**config.mk**
```make
export PLATFORM = sky130hd
export DESIGN_NAME = fir_stream_ctrl_flat
export DESIGN_NICKNAME = d
export VERILOG_FILES = /design/src/rtl/fir_stream_ctrl_if.sv /design/src/rtl/fir_stream_ctrl.sv /design/src/flat_wrapper.sv
export SDC_FILE = /design/constraint.sdc
export NUM_CORES = 1
export LEC_CHECK = 0
export BUFFER_PORTS_ARGS = -buffer_cell sky130_fd_sc_hd__buf_2
export CAP_MARGIN = 20
export CELL_PAD_IN_SITES_DETAIL_PLACEMENT = 2
export CELL_PAD_IN_SITES_GLOBAL_PLACEMENT = 2
export CORE_ASPECT_RATIO = 1.1
export CORE_UTILIZATION = 35
export CTS_BUF_LIST = sky130_fd_sc_hd__clkbuf_4 sky130_fd_sc_hd__clkbuf_8
export DETAILED_ROUTE_END_ITERATION = 8
export GPL_ROUTABILITY_DRIVEN = 0
export PLACE_DENSITY = 0.74
export RECOVER_POWER = 100
export SYNTH_ARGS = -nofsm -noshare
export SYNTH_HDL_FRONTEND = slang
export SYNTH_SLANG_ARGS = --single-unit
```
**constraint.sdc**
```tcl
create_clock -name clk -period 2.13 [get_ports clk]
set_input_delay 0 -clock clk [delete_from_list [all_inputs] [get_ports clk]]
set_output_delay 0 -clock clk [all_outputs]
set_load 0.01 [all_outputs]
```
**src/rtl/fir_stream_ctrl_if.sv**
```systemverilog
// rtl/fir_stream_ctrl_if.sv - sample input stream and framed output stream of fir_stream_ctrl
interface fir_stream_ctrl_if;
  logic               in_valid;
  logic signed [15:0] in_data;
  logic               in_last;
  logic               in_ready;
  logic               out_valid;
  logic signed [15:0] out_data;
  logic               out_first;
  logic               out_last;
  logic               out_short;

  modport master (
    output in_valid, in_data, in_last,
    input  in_ready,
    input  out_valid, out_data, out_first, out_last, out_short
  );

  modport slave (
    input  in_valid, in_data, in_last,
    output in_ready,
    output out_valid, out_data, out_first, out_last, out_short
  );
endinterface

```
**src/rtl/fir_stream_ctrl.sv**
```systemverilog
// rtl/fir_stream_ctrl.sv - sequencer feeding a non-stallable FIR, aligning results and framing them
module fir_stream_ctrl #(
  parameter int FIR_LAT   = 33,
  parameter int SKIP      = 31,
  parameter int FRAME_LEN = 32
) (
  input  logic               clk,
  input  logic               rst,
  input  logic               start,
  fir_stream_ctrl_if.slave   s,
  output logic               fir_data_valid,
  output logic signed [15:0] fir_data,
  input  logic signed [15:0] fir_d,
  output logic               busy,
  output logic               err_underrun
);

  localparam int FLW = $clog2(FIR_LAT + 1);
  localparam int RW  = $clog2(SKIP + 1) + 1;
  localparam int FCW = $clog2(FRAME_LEN);

  typedef enum logic [1:0] {IDLE, RUN, FLUSH, DONE} state_t;

  state_t             state;
  state_t             state_nxt;
  logic               in_ready;
  logic               accept;
  logic [FLW-1:0]     flush_cnt;
  logic               tag_cur;
  logic               last_cur;
  logic [FIR_LAT-1:0] tag_line;
  logic [FIR_LAT-1:0] last_line;
  logic [RW-1:0]      r_cnt;
  logic [FCW-1:0]     frame_cnt;
  logic               emerge;
  logic               emerge_last;
  logic               frame_end;

  assign s.in_ready   = in_ready;
  assign accept       = in_ready & s.in_valid;
  assign emerge       = tag_line[FIR_LAT-1];
  assign emerge_last  = last_line[FIR_LAT-1];
  assign frame_end    = (frame_cnt == FCW'(FRAME_LEN - 1));

  always_ff @(posedge clk or negedge rst) begin
    if (!rst) state <= IDLE;
    else      state <= state_nxt;
  end

  always_comb begin
    state_nxt      = state;
    in_ready       = 1'b0;
    fir_data_valid = 1'b0;
    busy           = 1'b1;
    case (state)
      IDLE: begin
        busy = 1'b0;
        if (start) state_nxt = RUN;
      end
      RUN: begin
        in_ready       = 1'b1;
        fir_data_valid = 1'b1;
        if (s.in_valid && s.in_last) state_nxt = FLUSH;
      end
      FLUSH: begin
        fir_data_valid = 1'b1;
        if (flush_cnt == FLW'(FIR_LAT - 1)) state_nxt = DONE;
      end
      DONE:    state_nxt = IDLE;
      default: state_nxt = IDLE;
    endcase
  end

  always_ff @(posedge clk or negedge rst) begin
    if (!rst) begin
      fir_data     <= '0;
      tag_cur      <= 1'b0;
      last_cur     <= 1'b0;
      tag_line     <= '0;
      last_line    <= '0;
      flush_cnt    <= '0;
      r_cnt        <= '0;
      frame_cnt    <= '0;
      err_underrun <= 1'b0;
      s.out_valid  <= 1'b0;
      s.out_data   <= '0;
      s.out_first  <= 1'b0;
      s.out_last   <= 1'b0;
      s.out_short  <= 1'b0;
    end else begin
      s.out_valid <= 1'b0;
      s.out_first <= 1'b0;
      s.out_last  <= 1'b0;
      s.out_short <= 1'b0;

      flush_cnt <= (state == FLUSH) ? flush_cnt + FLW'(1) : '0;

      if (state == IDLE && start) begin
        err_underrun <= 1'b0;
        r_cnt        <= '0;
        frame_cnt    <= '0;
      end

      // A gap still feeds the filter (zero sample) so it never sees a stall
      if (accept) begin
        fir_data <= s.in_data;
        tag_cur  <= 1'b1;
        last_cur <= s.in_last;
      end else begin
        fir_data <= '0;
        tag_cur  <= 1'b0;
        last_cur <= 1'b0;
        if (state == RUN) err_underrun <= 1'b1;
      end

      // The line advances in lockstep with the filter and is wiped when the filter is
      if (fir_data_valid) begin
        tag_line  <= {tag_line[FIR_LAT-2:0], tag_cur};
        last_line <= {last_line[FIR_LAT-2:0], last_cur};
      end else begin
        tag_line  <= '0;
        last_line <= '0;
      end

      if (emerge) begin
        if (r_cnt == RW'(SKIP)) begin
          s.out_valid <= 1'b1;
          s.out_data  <= fir_d;
          s.out_first <= (frame_cnt == '0);
          s.out_last  <= frame_end | emerge_last;
          s.out_short <= emerge_last & ~frame_end;
          frame_cnt   <= emerge_last ? '0 : frame_cnt + FCW'(1);
        end else begin
          r_cnt <= r_cnt + RW'(1);
        end
      end
    end
  end

endmodule

```
**src/flat_wrapper.sv**
```systemverilog
// flat-port wrapper written by rule: the top's interface ports become plain ports
module fir_stream_ctrl_flat 
#(
  parameter int FIR_LAT   = 33,
  parameter int SKIP      = 31,
  parameter int FRAME_LEN = 32
)
  (clk, rst, start, fir_data_valid, fir_data, fir_d, busy, err_underrun, s_in_valid, s_in_data, s_in_last, s_in_ready, s_out_valid, s_out_data, s_out_first, s_out_last, s_out_short);
  fir_stream_ctrl_if s_i ();
  input  logic clk;
  input  logic rst;
  input  logic start;
  output logic fir_data_valid;
  output logic signed [15:0] fir_data;
  input  logic signed [15:0] fir_d;
  output logic busy;
  output logic err_underrun;
  input wire logic [$bits(s_i.in_valid)-1:0] s_in_valid;
  input wire logic [$bits(s_i.in_data)-1:0] s_in_data;
  input wire logic [$bits(s_i.in_last)-1:0] s_in_last;
  output wire logic [$bits(s_i.in_ready)-1:0] s_in_ready;
  output wire logic [$bits(s_i.out_valid)-1:0] s_out_valid;
  output wire logic [$bits(s_i.out_data)-1:0] s_out_data;
  output wire logic [$bits(s_i.out_first)-1:0] s_out_first;
  output wire logic [$bits(s_i.out_last)-1:0] s_out_last;
  output wire logic [$bits(s_i.out_short)-1:0] s_out_short;
  assign s_i.in_valid = s_in_valid;
  assign s_i.in_data = s_in_data;
  assign s_i.in_last = s_in_last;
  assign s_in_ready = s_i.in_ready;
  assign s_out_valid = s_i.out_valid;
  assign s_out_data = s_i.out_data;
  assign s_out_first = s_i.out_first;
  assign s_out_last = s_i.out_last;
  assign s_out_short = s_i.out_short;
  fir_stream_ctrl #(.FIR_LAT(FIR_LAT), .SKIP(SKIP), .FRAME_LEN(FRAME_LEN)) u_core (.clk(clk), .rst(rst), .start(start), .s(s_i), .fir_data_valid(fir_data_valid), .fir_data(fir_data), .fir_d(fir_d), .busy(busy), .err_underrun(err_underrun));
endmodule
```
==> results of run 1 <==
cell type report:
class                           count  area [µm²]
Clock buffer                       18         248
Tap cell                          157         196
Sequential cell                   124        3100
Multi-Input combinational cell    194        1380
Inverter                           12        50.0
Clock inverter                     14        98.8
Fill cell                        1270        6830
Timing Repair Buffer              132         906
state kept, by name (all words and copies together) (netlist names):
| signal | cells |
|---|---|
| u_core.s.out_short | 1 |
| u_core.r_cnt | 6 |
| u_core.s.out_first | 1 |
| u_core.frame_cnt | 5 |
| u_core.fir_data | 16 |
| u_core.last_line | 33 |
| u_core.last_cur | 1 |
| u_core.tag_line | 33 |
| u_core.err_underrun | 1 |
| u_core.flush_cnt | 6 |
| u_core.state | 2 |
| u_core.tag_cur | 1 |
| u_core.s.out_valid | 1 |
| u_core.s.out_data | 16 |
| u_core.s.out_last | 1 |
what timing repair did:
item,CTS,global route
gates resized for setup,0,0
hold buffers,52,0
endpoints found under the hold margin,159,0
buffers inserted,0,0
routing by layer:
layer | vias up | track usage | part of all wire
met5 | - | 0 | 0.0010
met4 | 2 | 0.0900 | 0.022
met3 | 21 | 0.0623 | 0.051
met2 | 81 | 0.327 | 0.53
met1 | 1585 | 0.191 | 0.39
li1 | 1427 | - | -
layout by cell type, fill, tap and decap left out, types with 3 or more instances in the layout:
master,instances
clkbuf_8,18
mux2_2,6
and3_1,20
nand2_1,7
inv_1,11
and2_0,41
a21oi_1,4
nand4_1,4
xnor2_1,3
nor2_1,7
clkinv_2,5
mux2_1,10
nand2b_1,4
clkinv_4,4
o21ai_0,6
o211ai_1,6
and2_1,27
dfrtp_1,124
clkinvlp_4,4
clkbuf_1,40
buf_2,35
ha_1,10
nand3_1,10
dlygate4sd3_1,52
power breakdown:
part,switching (µW),internal [µW]
logic,736,378
registers,65.0,2480
clock network,985,829
total,1790,3680
kinds of logic after synthesis:
group | synth area share
fa+ha+maj | 0.0268
buf+inv | 0.0348
mux | 0.0500
simple gates | 0.175
compound gates | 0.0404
flops | 0.663
xor+xnor | 0.00937
worst max path at each step:
stage          slack (ns)                     to            start  depth (start not counted)
6_report             0.35     u_core.fir_data[8]  u_core.state[1]                          5
5_1_grt              0.23     u_core.fir_data[4]  u_core.state[1]                          5
4_1_cts              0.33   u_core.s.out_data[2]  u_core.r_cnt[2]                          4
3_5_place_dp         0.36   u_core.s.out_data[3]  u_core.r_cnt[2]                          4
3_3_place_gp         0.45   u_core.s.out_data[5]  u_core.r_cnt[0]                          4
2_1_floorplan        0.61  u_core.s.out_data[10]  u_core.r_cnt[5]                          6
critical path, cell delays in order, from the launching register on:
cell and delay (ns):
dfrtp_1 0.39, inv_1 0.14, ha_1 0.19, buf_4 0.21, and3_1 0.20, dlygate4sd3_1 0.58
per-stage QoR:
step | power, µW | area (µm²) | hold WS, ns | instances
after floorplan | 3190 | 4680 | -0.296 | 347
after global placement | 3620 | 5210 | -0.00816 | 567
after detailed placement | 3660 | 5210 | -0.0000571 | 567
after CTS | 5630 | 6080 | 0.0371 | 651
after global routing | 5810 | 5980 | 0.115 | 651
final | 5470 | 5980 | 0.0973 | 651
cells in the mapped netlist (all sizes together) (3+ instances only):
cell type and number:
inv 12, buf 4, o21ai 6, dfrtp 124, and3 20, xnor2 3, nand3 11, nor2 7
ha 10, nand2b 4, clkbuf 13, nand2 7, mux2 16, a21oi 4, and2 68, o211ai 6
nand4 4
==> metrics.txt, run 1 <==
worst reg2reg startpoint u_core.state[1]; mapped cell area 4680 µm²; setup repair after global routing missed its margin no; drt pass-1 iters 6; TritonCTS Buffers 17; R2R setup slack 0.35 ns; post-synthesis sequential area ratio 0.663; min setup slack post-route 0.354 ns; total number of vias 3,116; Final nets 528; highest clock rate 0.563 GHz; Max-Cap Viols 0; number of remaining DRC errors 5; die height 123 µm; crit path DAT 2.16 ns; Post-synth EDFFs 0; Starting Density 0.365; antenna violations before repair 1; Critical Path Source Type register; count of cell types in the netlist 44; antenna viol nets, final 0; outcome finished, violations left; synthesized area per cell 13.5 µm²; clk_skew 0.0137 ns; Total GRT Usage 0.182; Setup Viol. Count Final 0; PD cells 915 nW/µm²; Die Area 13,800 µm²; Hold Path End u_core.r_cnt[3]; max-slew violations 0; Syn. warnings 0; Place WS 0.361 ns; TritonCTS clock tree yes; Post-Syn Instances 347; clock sink count 124; clock-pin slew on the worst setup and hold paths 0.08 ns; top cells by area, synth dfrtp_1, and2_1, mux2_4; number of port buffers 76; Crit. End Element register; share of cells above drive strength 1 0.166; worst vdd ir 421 µV; Worst EP required 2.51 ns; Post-Route Utilization 0.467; Hold Path Cell Cnt 4; hold path startpoint start; FF-to-FF End u_core.fir_data[8]; Least-Margin Pin Slew 0.929 ns; final hold vios 0; Seq cells post-synth 124; IO Pins 77; vias per std cell 4.79; post-synth top area share 0.663; H-tree levels 4; std cell rows 43; worst min-delay path class in -> reg; HPWL Detailed 6100 µm; Root Driver clkbuf_8; prevailing post-synth register cell dfrtp_1; Slew headroom 0.381; largest net degree at the start of global routing 67; Synth async-reset ratio 1.00; CORE AREA 12,800 µm²; CP max FO 20; Worst Reg2Reg Path Length in Cells 5; kind of critical path reg -> reg; syn_nets 394; global route total overflow 0; Worst-Skew Late Latency 0.45 ns; Iter 0 DRT Violations 105; failing checks DRC; Final period util 0.834; Static Leak 0.00301 µW; area leader, netlist dfrtp_1; P&R area growth vs syn 27.8%; first-pass GRT wire length 18,600 µm; drt wl/cell 16.7 µm; # diodes 0; maximum clock insertion buffer count 2; fin crit period 1.78 ns; Setup Total Neg Slack 0 ns; vias in the first global route 3,616; Routed WL 10,800 µm; Die X 112 µm
No activity file was read; power rests on OpenSTA's default activity.
==> run 2, diff against run 1 <==
Settings changed: ABC_AREA set to 1, PLACE_DENSITY 0.74 to 0.8.
Clock period 2.13 ns to 1.7 ns, I/O delays scaled along.
==> metrics.txt, run 2 <==
Die X 113 µm; drt pass-1 iters 3; worst reg2reg startpoint u_core.state[1]; vias in the first global route 4,215; Max-Cap Viols 0; mapped cell area 4770 µm²; Hold Path End u_core.state[1]; maximum clock insertion buffer count 2; fin crit period 1.60 ns; post-synth top area share 0.651; # diodes 0; Critical Path Source Type register; commonest non-fill, non-tap cells in the layout nand2_1, dfrtp_1, inv_1; HPWL Detailed 6940 µm; Post-synth EDFFs 0; Total GRT Usage 0.213; final hold vios 0; biggest regs u_core.last_line (33), u_core.tag_line (33); TritonCTS clock tree yes; Die Area 14,100 µm²; Hold Path Cell Cnt 7; CP max FO 29; hold path startpoint start; commonest non-fill, non-tap cell in the layout nand2_1; antenna violations before repair 0; Post-Syn Instances 482; first-pass GRT wire length 22,300 µm; area leader, netlist dfrtp_1; vias per std cell 4.40; Seq cells post-synth 124; post-synthesis sequential area ratio 0.651; R2R setup slack 0.13 ns; highest clock rate 0.623 GHz; Routed WL 13,500 µm; slowest library cell on the worst path dfrtp_1; FILL cells 1,426; synthesized area per cell 9.89 µm²; clock sink count 124; die height 124 µm; Static Leak 0.00362 µW; PD cells 1270 nW/µm²; clk_skew 0.0202 ns; sequential share of power 0.413; Worst-Skew Late Latency 0.46 ns; Synth async-reset ratio 1.00; Final nets 654; P_sw 2510 µW; number of port buffers 76; CP bufs+invs 3; antenna viol nets, final 0; syn_nets 529; total number of vias 3,534; Syn. warnings 0; clock-pin slew on the worst setup and hold paths 0.09 ns; crit path DAT 1.60 ns; Root Driver clkbuf_8; Logic pwr share 0.237; share of cells above drive strength 1 0.168; setup repair after global routing missed its margin no; Post-Route Utilization 0.461; Least-Margin Pin Slew 1.15 ns; max-slew violations 0; top cells by area, synth dfrtp_1, nand2_1, inv_1; FF-to-FF End u_core.state[1]; worst vdd ir 875 µV; global route total overflow 0; prevailing post-synth register cell dfrtp_1; CORE AREA 13,300 µm²; number of remaining DRC errors 0; P&R area growth vs syn 28.2%; kind of critical path reg -> out; Worst path max stage delay 0.42 ns; cell chain of the critical path inv_2, ha_4, buf_12, buf_6; Slew headroom 0.231; Crit. End Element output port; Worst EP required 1.70 ns; Starting Density 0.359; Worst Reg2Reg Path Length in Cells 5; P_int 5220 µW; drt wl/cell 16.9 µm; Clk network pwr share 0.351; Setup Viol. Count Final 0; H-tree levels 4; std cell rows 44; count of cell types in the netlist 25; TritonCTS Buffers 17; Final period util 0.944; largest net degree at the start of global routing 45; outcome finished, final reports clean; worst min-delay path class in -> reg; Iter 0 DRT Violations 141; sw frac 0.325; Commonest cells post-synth nand2_1, dfrtp_1, inv_1; Setup Total Neg Slack 0 ns; Top Family by Delay on Critical Path flip-flops; IO Pins 77; most frequent cell after synthesis nand2_1
==> run 2: cell count changes after synthesis, sizes merged, moves of 4 or more <==
cell | before | now
inv | 12 | 105
nor2 | 7 | 32
and3 | 20 | 0
o211ai | 6 | 0
mux2 | 16 | 0
clkbuf | 13 | 4
nand2b | 4 | 0
buf | 4 | 8
and2 | 68 | 0
nand2 | 7 | 157
nand3 | 11 | 23
==> run 2: per-layer routing <==
| layer | vias up | routed length [µm] | part of all wire | track usage |
|---|---|---|---|---|
| met5 | - | 0 | 0 | 0 |
| met4 | 0 | 194 | 0.014 | 0.0635 |
| met3 | 17 | 537 | 0.040 | 0.0550 |
| met2 | 85 | 7560 | 0.56 | 0.407 |
| met1 | 1786 | 5260 | 0.39 | 0.225 |
| li1 | 1646 | - | - | - |
==> run 2: worst max-delay path by stage <==
stage               startpoint              endpoint  slack, ns  depth (start not counted)
6_report       u_core.state[1]        fir_data_valid        0.1                          4
2_1_floorplan  u_core.state[0]  u_core.last_line[12]       0.26                          6
3_3_place_gp   u_core.r_cnt[0]   u_core.frame_cnt[3]       0.24                          6
5_1_grt        u_core.state[1]       u_core.state[1]      0.007                          5
3_5_place_dp   u_core.r_cnt[0]   u_core.frame_cnt[2]       0.11                          6
4_1_cts        u_core.state[1]        fir_data_valid      0.006                          4
==> run 2: cells by family (layout without fill, tap and decap cells) <==
logic type               after synthesis  after routing  synth area share
flip-flops                           124            124             0.651
AO/OA/AOI/OAI                         10             10            0.0105
buffers and inverters                117            255            0.0995
XOR/XNOR                               3              3           0.00551
AND/OR/NAND/NOR                      218            218             0.207
adder cells (fa/ha/maj)               10             10            0.0262
==> run 2: repair_timing <==
item	CTS	global route
hold buffers	35	0
cloned	1	0
setup buffers	0	2
endpoints found under the hold margin	76	0
setup endpoints to repair	1	26
resized for setup	1	5
pin swaps	0	2
==> run 2: metrics by stage <==
stage | hold WS [ns] | power [µW] | instance area [µm²] | instances | setup slack [ns]
floorplan | -0.296 | 4060 | 4770 | 482 | 0.261
global placement | 0.0414 | 4580 | 5370 | 734 | 0.237
detailed placement | 0.0548 | 4670 | 5370 | 734 | 0.112
CTS | 0.0207 | 7730 | 6170 | 802 | 0.00568
global route | 0.0929 | 8120 | 6110 | 804 | 0.00661
finish | 0.0885 | 7740 | 6110 | 804 | 0.0960
==> run 2: worst min-delay path, cell delays in order <==
cell and delay (ns):
buf_2 0.11, inv_1 0.05, nand2_1 0.05, nand2_1 0.08, inv_1 0.07, nand3_1 0.10, nand2_1 0.05
==> run 2: layout make-up <==
type	count	area [µm²]	area share
clock inverter	11	116	0.0190
tap	184	230	0.0377
timing repair buffer	118	805	0.132
sequential	124	3100	0.508
inverter	105	394	0.0645
multi-input combinational	241	1170	0.192
clock buffer	21	289	0.0473
==> run 2: power groups by stage <==
stage          Sequential, µW  Combinational [µW]  Clock [µW]
2_1_floorplan            3240                 821           0
3_3_place_gp             3210                1370           0
3_5_place_dp             3230                1440           0
4_1_cts                  3170                1820        2730
5_1_grt                  3200                2010        2910
6_report                 3190                1830        2710
